File: config.mk
export PLATFORM = sky130hd
export DESIGN_NAME = quad_encoder_counter_flat
export DESIGN_NICKNAME = d
export VERILOG_FILES = /design/src/rtl/quad_encoder_if.sv /design/src/rtl/quad_encoder_counter.sv /design/src/flat_wrapper.sv
export SDC_FILE = /design/constraint.sdc
export NUM_CORES = 1
export LEC_CHECK = 0
export ABC_AREA = 1
export CAP_MARGIN = 20
export CORE_MARGIN = 2
export CORE_UTILIZATION = 30
export CTS_BUF_LIST = sky130_fd_sc_hd__clkbuf_4 sky130_fd_sc_hd__clkbuf_8
export DETAILED_ROUTE_END_ITERATION = 6
export SETUP_SLACK_MARGIN = 0.3
export SLEW_MARGIN = 40
export SYNTH_ARGS = -nofsm -noshare
export SYNTH_HDL_FRONTEND = slang
export SYNTH_SLANG_ARGS = --single-unit
File: constraint.sdc
create_clock -name clk -period 7.95 [get_ports clk]
set_input_delay 0.795 -clock clk [delete_from_list [all_inputs] [get_ports clk]]
set_output_delay 0.795 -clock clk [all_outputs]
set_load 0.005 [all_outputs]
File: src/rtl/quad_encoder_if.sv
// quad_encoder_if: encoder line inputs, control levels and position/status outputs of the encoder front end
interface quad_encoder_if #(parameter int CNT_W = 32);
  logic enc_a, enc_b, enc_z, clear_pos, index_clear_en, err_clear;
  logic [CNT_W-1:0] actual_pos;
  logic dir, step_pulse, index_seen, err_illegal;
  logic [7:0] illegal_cnt;
  modport master (output enc_a, enc_b, enc_z, clear_pos, index_clear_en, err_clear,
                  input actual_pos, dir, step_pulse, index_seen, err_illegal, illegal_cnt);
  modport slave (input enc_a, enc_b, enc_z, clear_pos, index_clear_en, err_clear,
                 output actual_pos, dir, step_pulse, index_seen, err_illegal, illegal_cnt);
endinterface

File: src/rtl/quad_encoder_counter.sv
// quad_encoder_counter: synchronises and filters A/B/Z, x4-decodes A/B into a signed position, flags illegal steps
module quad_encoder_counter #(
  parameter int FILTER_LEN = 4,
  parameter int CNT_W = 32
) (
  input logic clk,
  input logic reset,
  quad_encoder_if.slave bus
);
  logic [2:0] raw, s1, s2, filt;
  logic [3:0] cnt [3];
  logic [1:0] ab, prev;
  logic [4:0] init_cnt;
  logic init, z_q, fwd, rev, ill, z_rise;
  assign raw = {bus.enc_z, bus.enc_a, bus.enc_b};
  assign ab = filt[1:0];
  always_ff @(posedge clk) begin
    if (reset) begin
      s1 <= '0;
      s2 <= '0;
      filt <= '0;
      for (int i = 0; i < 3; i++) cnt[i] <= '0;
    end else begin
      s1 <= raw;
      s2 <= s1;
      for (int i = 0; i < 3; i++)
        if (s2[i] == filt[i]) cnt[i] <= '0;
        else if (cnt[i] == 4'(FILTER_LEN - 1)) begin
          filt[i] <= s2[i];
          cnt[i] <= '0;
        end else cnt[i] <= cnt[i] + 4'd1;
    end
  end
  // Gray-code successor/predecessor tests; during init prev just tracks filt
  always_comb begin
    fwd = !init && ab == {~prev[0], prev[1]};
    rev = !init && ab == {prev[0], ~prev[1]};
    ill = !init && ab == ~prev;
    z_rise = filt[2] & ~z_q;
  end
  always_ff @(posedge clk) begin
    if (reset) begin
      init <= 1'b1;
      init_cnt <= '0;
      prev <= '0;
      z_q <= 1'b0;
      bus.actual_pos <= '0;
      bus.dir <= 1'b0;
      bus.step_pulse <= 1'b0;
      bus.index_seen <= 1'b0;
      bus.err_illegal <= 1'b0;
      bus.illegal_cnt <= '0;
    end else begin
      if (init) begin
        init_cnt <= init_cnt + 5'd1;
        init <= init_cnt != 5'(FILTER_LEN + 1);
      end
      prev <= ab;
      z_q <= filt[2];
      bus.step_pulse <= fwd | rev;
      bus.dir <= (fwd | rev) ? fwd : bus.dir;
      bus.actual_pos <= (bus.clear_pos || (bus.index_clear_en && z_rise)) ? '0 :
                        fwd ? bus.actual_pos + CNT_W'(1) :
                        rev ? bus.actual_pos - CNT_W'(1) : bus.actual_pos;
      bus.index_seen <= bus.index_seen | z_rise;
      bus.err_illegal <= ill | (bus.err_illegal & ~bus.err_clear);
      bus.illegal_cnt <= ill ? (bus.err_clear ? 8'd1 : (&bus.illegal_cnt) ? bus.illegal_cnt : bus.illegal_cnt + 8'd1) :
                         bus.err_clear ? 8'd0 : bus.illegal_cnt;
    end
  end
endmodule

File: src/flat_wrapper.sv
// flat-port wrapper written by rule: the top's interface ports become plain ports
module quad_encoder_counter_flat 
#(
  parameter int FILTER_LEN = 4,
  parameter int CNT_W = 32
)
  (clk, reset, bus_enc_a, bus_enc_b, bus_enc_z, bus_clear_pos, bus_index_clear_en, bus_err_clear, bus_actual_pos, bus_dir, bus_step_pulse, bus_index_seen, bus_err_illegal, bus_illegal_cnt);
  quad_encoder_if #(.CNT_W(CNT_W)) bus_i ();
  input logic clk;
  input logic reset;
  input wire logic [$bits(bus_i.enc_a)-1:0] bus_enc_a;
  input wire logic [$bits(bus_i.enc_b)-1:0] bus_enc_b;
  input wire logic [$bits(bus_i.enc_z)-1:0] bus_enc_z;
  input wire logic [$bits(bus_i.clear_pos)-1:0] bus_clear_pos;
  input wire logic [$bits(bus_i.index_clear_en)-1:0] bus_index_clear_en;
  input wire logic [$bits(bus_i.err_clear)-1:0] bus_err_clear;
  output wire logic [$bits(bus_i.actual_pos)-1:0] bus_actual_pos;
  output wire logic [$bits(bus_i.dir)-1:0] bus_dir;
  output wire logic [$bits(bus_i.step_pulse)-1:0] bus_step_pulse;
  output wire logic [$bits(bus_i.index_seen)-1:0] bus_index_seen;
  output wire logic [$bits(bus_i.err_illegal)-1:0] bus_err_illegal;
  output wire logic [$bits(bus_i.illegal_cnt)-1:0] bus_illegal_cnt;
  assign bus_i.enc_a = bus_enc_a;
  assign bus_i.enc_b = bus_enc_b;
  assign bus_i.enc_z = bus_enc_z;
  assign bus_i.clear_pos = bus_clear_pos;
  assign bus_i.index_clear_en = bus_index_clear_en;
  assign bus_i.err_clear = bus_err_clear;
  assign bus_actual_pos = bus_i.actual_pos;
  assign bus_dir = bus_i.dir;
  assign bus_step_pulse = bus_i.step_pulse;
  assign bus_index_seen = bus_i.index_seen;
  assign bus_err_illegal = bus_i.err_illegal;
  assign bus_illegal_cnt = bus_i.illegal_cnt;
  quad_encoder_counter #(.FILTER_LEN(FILTER_LEN), .CNT_W(CNT_W)) u_core (.clk(clk), .reset(reset), .bus(bus_i));
endmodule
==> flow_metrics.env, run 1 <==
export IMPL_run_status="completed"
export IMPL_initial_utilization=0.309
export IMPL_internal_power_mw=0.520
export IMPL_lkg_pwr_nw=3.26
export IMPL_switchingPower_mw=0.198
export IMPL_die_w_um=135
export IMPL_reg2reg_depth=14
export IMPL_count_of_fill_cells_added_during_filler_insertion=1820
export IMPL_syn_area_per_cell_um2=6.44
export IMPL_cts_hold_fix_buffers=0
export IMPL_critPathSlowestCell="sky130_fd_sc_hd__ha_1"
export IMPL_post_route_drc_count=0
export IMPL_finalMaxSlewViolations=0
export IMPL_cp_cell_sequence="xor2_1, nand3_4, ha_1, or2_2, nand3_1, nand2_1, nand2_1, nand2_1, nand2_1, nand3_1, nand2_1, nand3_1, nand2_1, inv_1"
export IMPL_report_final_setup_viol=0
export IMPL_synth_warnings=0
export IMPL_max_transition_margin=0.617
export IMPL_post_route_cells_drive_above_1_share=0.0299
export IMPL_worstHoldPathCells=2
export IMPL_layout_area_seq_um2=1600
export IMPL_final_common_cell="sky130_fd_sc_hd__nand2_1"
export IMPL_total_power_mw=0.718
export IMPL_timing_rr_start="u_core.filt[1]$_SDFFE_PP0P_"
export IMPL_pwr_share_seq=0.547
export IMPL_ir_drop_v=0.0000692
export IMPL_max_freq_mhz=325
export IMPL_hold_viol=0
export IMPL_critical_path_endpoint_type="flop"
export IMPL_grt_pass1_vias=4564
export IMPL_routed_wl_um=12700
export IMPL_cts_reportedPaths_clkPinSlew_ns=0.08
export IMPL_clock_tree_htree_level_count=3
export IMPL_p_per_area_nw_per_um2=117
export IMPL_reg2reg_setup_slack_ns=4.87
export IMPL_worstPathArrival_ns=3.36
export IMPL_grt_pass1_wl_um=21500
export IMPL_final_core_util=0.366
export IMPL_tmin_final_ns=3.08
export IMPL_hold_path_end="u_core.s2[1]$_SDFF_PP0_"
export IMPL_antenna_cells_inserted=0
export IMPL_ctsResizeCount=0
export IMPL_synth_yosys_seq_area_share=0.310
export IMPL_worstSetupPathType="reg2reg"
export IMPL_tightestPinTransition_ns=0.573
export IMPL_die_area_um2=18300
export IMPL_cts_repair_timing_setup_buffer_count=0
export IMPL_crit_path_max_fanout=35
export IMPL_setup_ws_ns=4.87
export IMPL_detailroute_via_count=4837
export IMPL_grt_setup_unrepaired="no"
export IMPL_clkLatencyLatePin_ns=0.38
export IMPL_gr_total_overflow=0
export IMPL_sum_of_negative_setup_slack_ns=0
export IMPL_placement_cell_area_um2=5940
export IMPL_placementRows=47
export IMPL_worst_hold_startpoint="u_core.s1[1]$_SDFF_PP0_"
export IMPL_clock_tree_from_tritoncts="built"
export IMPL_power_switching_fraction=0.276
export IMPL_post_drt_wl_per_cell_um=11.7
export IMPL_setup_worst_path_start_class="flop"
export IMPL_min_delay_path_class="reg2reg"
export IMPL_layout_cells_most_common_list="sky130_fd_sc_hd__nand2_1 (211), sky130_fd_sc_hd__inv_1 (150), sky130_fd_sc_hd__nor2_1 (88), sky130_fd_sc_hd__dfxtp_1 (62), sky130_fd_sc_hd__a21oi_1 (52)"
export IMPL_share_comb_of_total_power=0.065
export IMPL_die_h_um=135
export IMPL_cap_viol_max_count=0
export IMPL_gp_routability_congestion=0.868
export IMPL_worst_path_buf_inv=1
export IMPL_synth_cell_area_um2=5160
export IMPL_core_area_um2=16700
export IMPL_stdcell_area_um2=6120
export IMPL_timing_clock_skew_ns=0.0168
export IMPL_timing_critical_path_slowest_cell_delay_ns=0.53
export IMPL_grt_start_max_net_pins=56
export IMPL_detailedPlacementHpwl_um=9720
export IMPL_ys_seq_elements=74
export IMPL_grt_total_usage=0.146
export IMPL_cts_sink_count=74
export IMPL_port_buffers=51
export IMPL_post_place_ws_ns=4.90
export IMPL_critPathRequiredTime_ns=8.23
export IMPL_layout_area_overhead_vs_synth_pct=18.6
export IMPL_share_clk_of_total_power=0.387
export IMPL_post_synthesis_cell_count=801
export IMPL_tritoncts_num_buffers=9
export IMPL_clock_root_buffer="sky130_fd_sc_hd__clkbuf_8"
export IMPL_timing_rr_end="u_core.bus.actual_pos[25]$_SDFFE_PP0P_"
export IMPL_final_period_utilization=0.387
export IMPL_crit_path_frequent_cell="sky130_fd_sc_hd__nand2_1"
export IMPL_critPathTopFamily="simple AND/OR/NAND/NOR gates"
export IMPL_drt_initial_drc_count=194
export IMPL_drt_pass1_iter_count=5
export IMPL_vias_per_cell=4.44
export IMPL_multi_input_comb_area_um2=2980
export IMPL_num_io_pins=52
export IMPL_finalNetCount=912
export IMPL_ys_types=37
export IMPL_cts_max_path_buffers=2
export IMPL_antenna_found_initial=0
export IMPL_ant_nets=0
==> cell usage after synthesis <==
| library cell | instances | area [um^2] |
|---|---|---|
| sky130_fd_sc_hd__buf_2 | 2 | 10.0 |
| sky130_fd_sc_hd__o21ai_1 | 6 | 30.0 |
| sky130_fd_sc_hd__a21oi_1 | 52 | 260 |
| sky130_fd_sc_hd__nand3_2 | 1 | 10.0 |
| sky130_fd_sc_hd__inv_2 | 1 | 3.75 |
| sky130_fd_sc_hd__o211a_1 | 1 | 10.0 |
| sky130_fd_sc_hd__nand3b_1 | 1 | 7.51 |
| sky130_fd_sc_hd__a21o_1 | 1 | 7.51 |
| sky130_fd_sc_hd__o21ai_0 | 47 | 235 |
| sky130_fd_sc_hd__xor2_1 | 14 | 123 |
| sky130_fd_sc_hd__buf_6 | 1 | 11.3 |
| sky130_fd_sc_hd__nand2_2 | 1 | 6.26 |
| sky130_fd_sc_hd__clkbuf_1 | 6 | 22.5 |
| sky130_fd_sc_hd__a21boi_0 | 1 | 7.51 |
| sky130_fd_sc_hd__or2_2 | 4 | 25.0 |
| sky130_fd_sc_hd__nor2_4 | 1 | 11.3 |
| sky130_fd_sc_hd__dfxtp_1 | 62 | 1240 |
| sky130_fd_sc_hd__a31oi_1 | 2 | 12.5 |
| sky130_fd_sc_hd__o21bai_1 | 17 | 128 |
| sky130_fd_sc_hd__xnor2_1 | 4 | 35.0 |
| sky130_fd_sc_hd__and3_1 | 1 | 6.26 |
| sky130_fd_sc_hd__nand4_1 | 5 | 31.3 |
| sky130_fd_sc_hd__fa_1 | 1 | 20.0 |
| sky130_fd_sc_hd__edfxtp_1 | 12 | 360 |
| sky130_fd_sc_hd__nor2_1 | 88 | 330 |
| sky130_fd_sc_hd__nand3_1 | 51 | 255 |
| sky130_fd_sc_hd__nand2_1 | 211 | 792 |
| sky130_fd_sc_hd__nor3_1 | 5 | 25.0 |
| sky130_fd_sc_hd__ha_1 | 39 | 488 |
| sky130_fd_sc_hd__buf_4 | 2 | 15.0 |
| sky130_fd_sc_hd__o21a_1 | 1 | 7.51 |
| sky130_fd_sc_hd__inv_1 | 151 | 567 |
| sky130_fd_sc_hd__o31ai_1 | 1 | 7.51 |
| sky130_fd_sc_hd__and2_1 | 3 | 18.8 |
| sky130_fd_sc_hd__conb_1 | 1 | 3.75 |
| sky130_fd_sc_hd__nand2_4 | 1 | 11.3 |
| sky130_fd_sc_hd__o211ai_1 | 3 | 22.5 |
==> worst reg2reg max path, delay by kind of cell (launching register included) <==
kind / cells / cell delay [ns]
buf+inv: 1 / 0.03
xor+xnor: 1 / 0.32
simple gates: 11 / 1.65
flops: 1 / 0.44
fa+ha+maj: 1 / 0.54
==> flip-flops by register name, indices dropped and copies added, names as in the netlist <==
| signal | flops |
|---|---|
| u_core.prev | 2 |
| u_core.bus.index_seen | 1 |
| u_core.bus.err_illegal | 1 |
| u_core.bus.step_pulse | 1 |
| u_core.z_q | 1 |
| u_core.filt | 3 |
| u_core.s1 | 3 |
| u_core.init | 1 |
| u_core.bus.illegal_cnt | 8 |
| u_core.bus.dir | 1 |
| u_core.bus.actual_pos | 32 |
| u_core.init_cnt | 5 |
| u_core.s2 | 3 |
| u_core.cnt | 12 |
==> kinds of logic after synthesis <==
family                     count (synthesis)  share of synthesized area
and+or+nand+nor                          373                      0.297
buffers and inverters                    163                      0.122
AOI/OAI and AO/OA                        132                      0.141
DFF                                       74                      0.310
adders and majority gates                 40                     0.0985
xor gates and xnor gates                  18                     0.0306
other                                      1                   0.000727
==> how the worst max path moves through the flow <==
stage / from / end / slack, ns / cells after the start
after floorplan: u_core.filt[1]$_SDFFE_PP0P_ / u_core.bus.actual_pos[31]$_SDFFE_PP0P_ / 5.24 / 12
after global placement: u_core.filt[1]$_SDFFE_PP0P_ / u_core.bus.actual_pos[21]$_SDFFE_PP0P_ / 4.57 / 14
after detailed placement: u_core.filt[1]$_SDFFE_PP0P_ / u_core.bus.actual_pos[25]$_SDFFE_PP0P_ / 4.90 / 14
after CTS: u_core.filt[1]$_SDFFE_PP0P_ / u_core.bus.actual_pos[25]$_SDFFE_PP0P_ / 4.88 / 14
after global routing: u_core.filt[1]$_SDFFE_PP0P_ / u_core.bus.actual_pos[30]$_SDFFE_PP0P_ / 4.59 / 17
final: u_core.filt[1]$_SDFFE_PP0P_ / u_core.bus.actual_pos[25]$_SDFFE_PP0P_ / 4.87 / 14
==> routing by layer <==
metal | up-vias | global-route usage | wire (um)
met5 | - | 0 | 0
met4 | 0 | 0.0434 | 153
met3 | 11 | 0.0266 | 504
li1 | 2643 | - | -
met2 | 88 | 0.243 | 5670
met1 | 2095 | 0.194 | 6370
==> area by class of cell <==
type | instances | area share
clock inverters | 7 | 0.00839
well taps | 220 | 0.0450
inverters | 152 | 0.0933
repair buffers | 52 | 0.0847
flip-flops and latches | 74 | 0.262
multi-input cells | 575 | 0.487
clock buffers | 9 | 0.0202
==> per-stage QoR <==
stage,std cells,hold WS (ns)
6_report,1089,0.412
5_1_grt,1089,0.422
4_1_cts,1089,0.413
3_5_place_dp,1073,0.400
3_3_place_gp,1073,0.399
2_1_floorplan,812,0.388
==> power by group through the flow <==
stage | clock [mW] | sequential [mW] | combinational, mW
CTS | 0.292 | 0.393 | 0.0471
global placement | 0 | 0.402 | 0.0462
finish | 0.278 | 0.393 | 0.0469
floorplan | 0 | 0.400 | 0.0336
global route | 0.306 | 0.394 | 0.0545
detailed placement | 0 | 0.402 | 0.0468
Power figures use the tool's default switching activity.
==> run 2, diff against run 1 <==
==> constraint.sdc (replaced) <==
create_clock -name clk -period 3.05 [get_ports clk]
set_input_delay 0.305 -clock clk [delete_from_list [all_inputs] [get_ports clk]]
set_output_delay 0.305 -clock clk [all_outputs]
set_load 0.005 [all_outputs]
==> flow_metrics.env, run 2 (synthesis results as in run 1) <==
export IMPL_cap_viol_max_count=0
export IMPL_grt_start_max_net_pins=56
export IMPL_detailroute_via_count=4898
export IMPL_min_delay_path_class="reg2reg"
export IMPL_max_freq_mhz=387
export IMPL_clock_root_buffer="sky130_fd_sc_hd__clkbuf_8"
export IMPL_timing_clock_skew_ns=0.0144
export IMPL_crit_path_max_fanout=35
export IMPL_placement_cell_area_um2=5960
export IMPL_run_status="completed"
export IMPL_tightestPinTransition_ns=0.569
export IMPL_drt_pass1_iter_count=5
export IMPL_worstHoldPathCells=2
export IMPL_reg2reg_depth=13
export IMPL_setup_worst_path_start_class="flop"
export IMPL_placementRows=47
export IMPL_gr_total_overflow=0
export IMPL_final_common_cell="sky130_fd_sc_hd__nand2_1"
export IMPL_wl_met2_um=5650
export IMPL_cp_cell_sequence="xnor2_1, nand3_2, buf_12, ha_1, a21oi_1, and2_1, nand2_1, a21oi_1, nand2_1, nand2_1, nand3_1, nand2_1, nor2_1"
export IMPL_num_io_pins=52
export IMPL_ir_drop_v=0.000182
export IMPL_critical_path_endpoint_type="flop"
export IMPL_critPathRequiredTime_ns=3.32
export IMPL_layout_cells_most_common_list="sky130_fd_sc_hd__nand2_1 (211), sky130_fd_sc_hd__inv_1 (151), sky130_fd_sc_hd__nor2_1 (87), sky130_fd_sc_hd__dfxtp_1 (59)"
export IMPL_die_h_um=135
export IMPL_finalNetCount=914
export IMPL_gp_routability_congestion=0.878
export IMPL_ant_nets=0
export IMPL_post_route_cells_drive_above_1_share=0.0379
export IMPL_tmin_final_ns=2.59
export IMPL_worst_path_buf_inv=1
export IMPL_max_transition_margin=0.620
export IMPL_port_buffers=51
export IMPL_detailedPlacementHpwl_um=9580
export IMPL_cts_reportedPaths_clkPinSlew_ns=0.09
export IMPL_met3_wirelength_um=475
export IMPL_core_area_um2=16700
export IMPL_hold_viol=0
export IMPL_layout_area_overhead_vs_synth_pct=19.2
export IMPL_drt_initial_drc_count=270
export IMPL_grt_pass1_vias=4537
export IMPL_worst_setup_path_startpoint="u_core.filt[0]$_SDFFE_PP0P_"
export IMPL_max_flop_register="u_core.bus.actual_pos"
export IMPL_critPathSlowestCell="sky130_fd_sc_hd__ha_1"
export IMPL_worstPathArrival_ns=2.86
export IMPL_die_w_um=135
export IMPL_timing_critical_path_slowest_cell_delay_ns=0.37
export IMPL_sum_of_negative_setup_slack_ns=0
export IMPL_cts_max_path_buffers=2
export IMPL_cts_sink_count=74
export IMPL_lkg_pwr_nw=3.27
export IMPL_tritoncts_num_buffers=9
export IMPL_post_drt_wl_per_cell_um=11.6
export IMPL_highest_signal_layer="met4"
export IMPL_initial_utilization=0.309
export IMPL_clock_tree_from_tritoncts="built"
export IMPL_post_route_drc_count=0
export IMPL_die_area_um2=18300
export IMPL_report_final_setup_viol=0
export IMPL_reg2reg_setup_slack_ns=0.46
export IMPL_worst_hold_startpoint="u_core.s1[0]$_SDFF_PP0_"
export IMPL_clock_tree_htree_level_count=3
export IMPL_vias_per_cell=4.49
export IMPL_met1Wirelength_um=6300
export IMPL_count_of_fill_cells_added_during_filler_insertion=1822
export IMPL_grt_total_usage=0.146
export IMPL_critPathTopFamily="simple AND/OR/NAND/NOR gates"
export IMPL_timing_rr_start="u_core.filt[0]$_SDFFE_PP0P_"
export IMPL_p_per_area_nw_per_um2=305
export IMPL_largest_registers="u_core.bus.actual_pos x32, u_core.cnt x12, u_core.bus.illegal_cnt x8"
export IMPL_largest_register_ff_count=32
export IMPL_grt_pass1_wl_um=21200
export IMPL_crit_path_frequent_cell="sky130_fd_sc_hd__nand2_1"
export IMPL_grt_setup_unrepaired="yes"
export IMPL_antenna_found_initial=0
export IMPL_stdcell_area_um2=6150
export IMPL_worstSetupPathType="reg2reg"
export IMPL_routed_wl_um=12600
export IMPL_clkLatencyLatePin_ns=0.39
export IMPL_cts_repair_timing_setup_buffer_count=0
export IMPL_hold_path_end="u_core.s2[0]$_SDFF_PP0_"
export IMPL_antenna_cells_inserted=0
export IMPL_finalMaxSlewViolations=0
export IMPL_final_period_utilization=0.848
export IMPL_timing_rr_end="u_core.bus.actual_pos[31]$_SDFFE_PP0P_"
[run 2: cell count changes in the layout (fill, tap and decap cells not counted), sizes merged]
cell and delta:
buf +2, clkinvlp +1, inv -1
[run 2: layout make-up]
type,count,area [um^2],area share
inverters,152,571,0.0928
multi-input cells,575,2980,0.484
well taps,220,275,0.0448
flip-flops and latches,74,1610,0.261
clock inverters,7,52.6,0.00854
repair buffers,54,546,0.0887
clock buffers,9,124,0.0201
[run 2: tightest hold or removal path, delay by kind of cell, from the launching register on]
kind,cells,cell delay [ns]
buffers and inverters,1,0.04
and+or+nand+nor,1,0.03
DFF,1,0.30
[run 2: worst max-delay path by stage]
stage,endpoint,cells past startpoint
4_1_cts,u_core.bus.actual_pos[31]$_SDFFE_PP0P_,13
6_report,u_core.bus.actual_pos[31]$_SDFFE_PP0P_,13
3_5_place_dp,u_core.bus.actual_pos[31]$_SDFFE_PP0P_,14
2_1_floorplan,u_core.bus.actual_pos[31]$_SDFFE_PP0P_,12
3_3_place_gp,u_core.bus.actual_pos[31]$_SDFFE_PP0P_,15
5_1_grt,u_core.bus.actual_pos[31]$_SDFFE_PP0P_,13
[run 2: metal layers]
metal,vias up,GRT usage
met2,67,0.237
met1,2170,0.193
li1,2648,-
met4,0,0.0509
met5,-,0
met3,13,0.0288
[run 2: power breakdown]
part	internal, mW	switching (mW)
logic	0.0470	0.0751
registers	1.01	0.0150
clock network	0.299	0.428
[run 2: through the flow]
| stage | util | total power [mW] | hold slack (ns) | cells | worst slack [ns] |
|---|---|---|---|---|---|
| after CTS | 0.368 | 1.92 | 0.413 | 1091 | 0.393 |
| after global routing | 0.368 | 1.97 | 0.434 | 1091 | 0.264 |
| after floorplan | - | 1.13 | 0.388 | 812 | 0.339 |
| after global placement | 0.357 | 1.17 | 0.392 | 1075 | 0.457 |
| final | 0.368 | 1.87 | 0.412 | 1091 | 0.464 |
| after detailed placement | 0.357 | 1.17 | 0.395 | 1075 | 0.428 |
[run 2: what timing repair did]
item	4_1_cts	5_1_grt
hold buffers	0	0
setup endpoints to repair	0	14
resized for setup	0	6
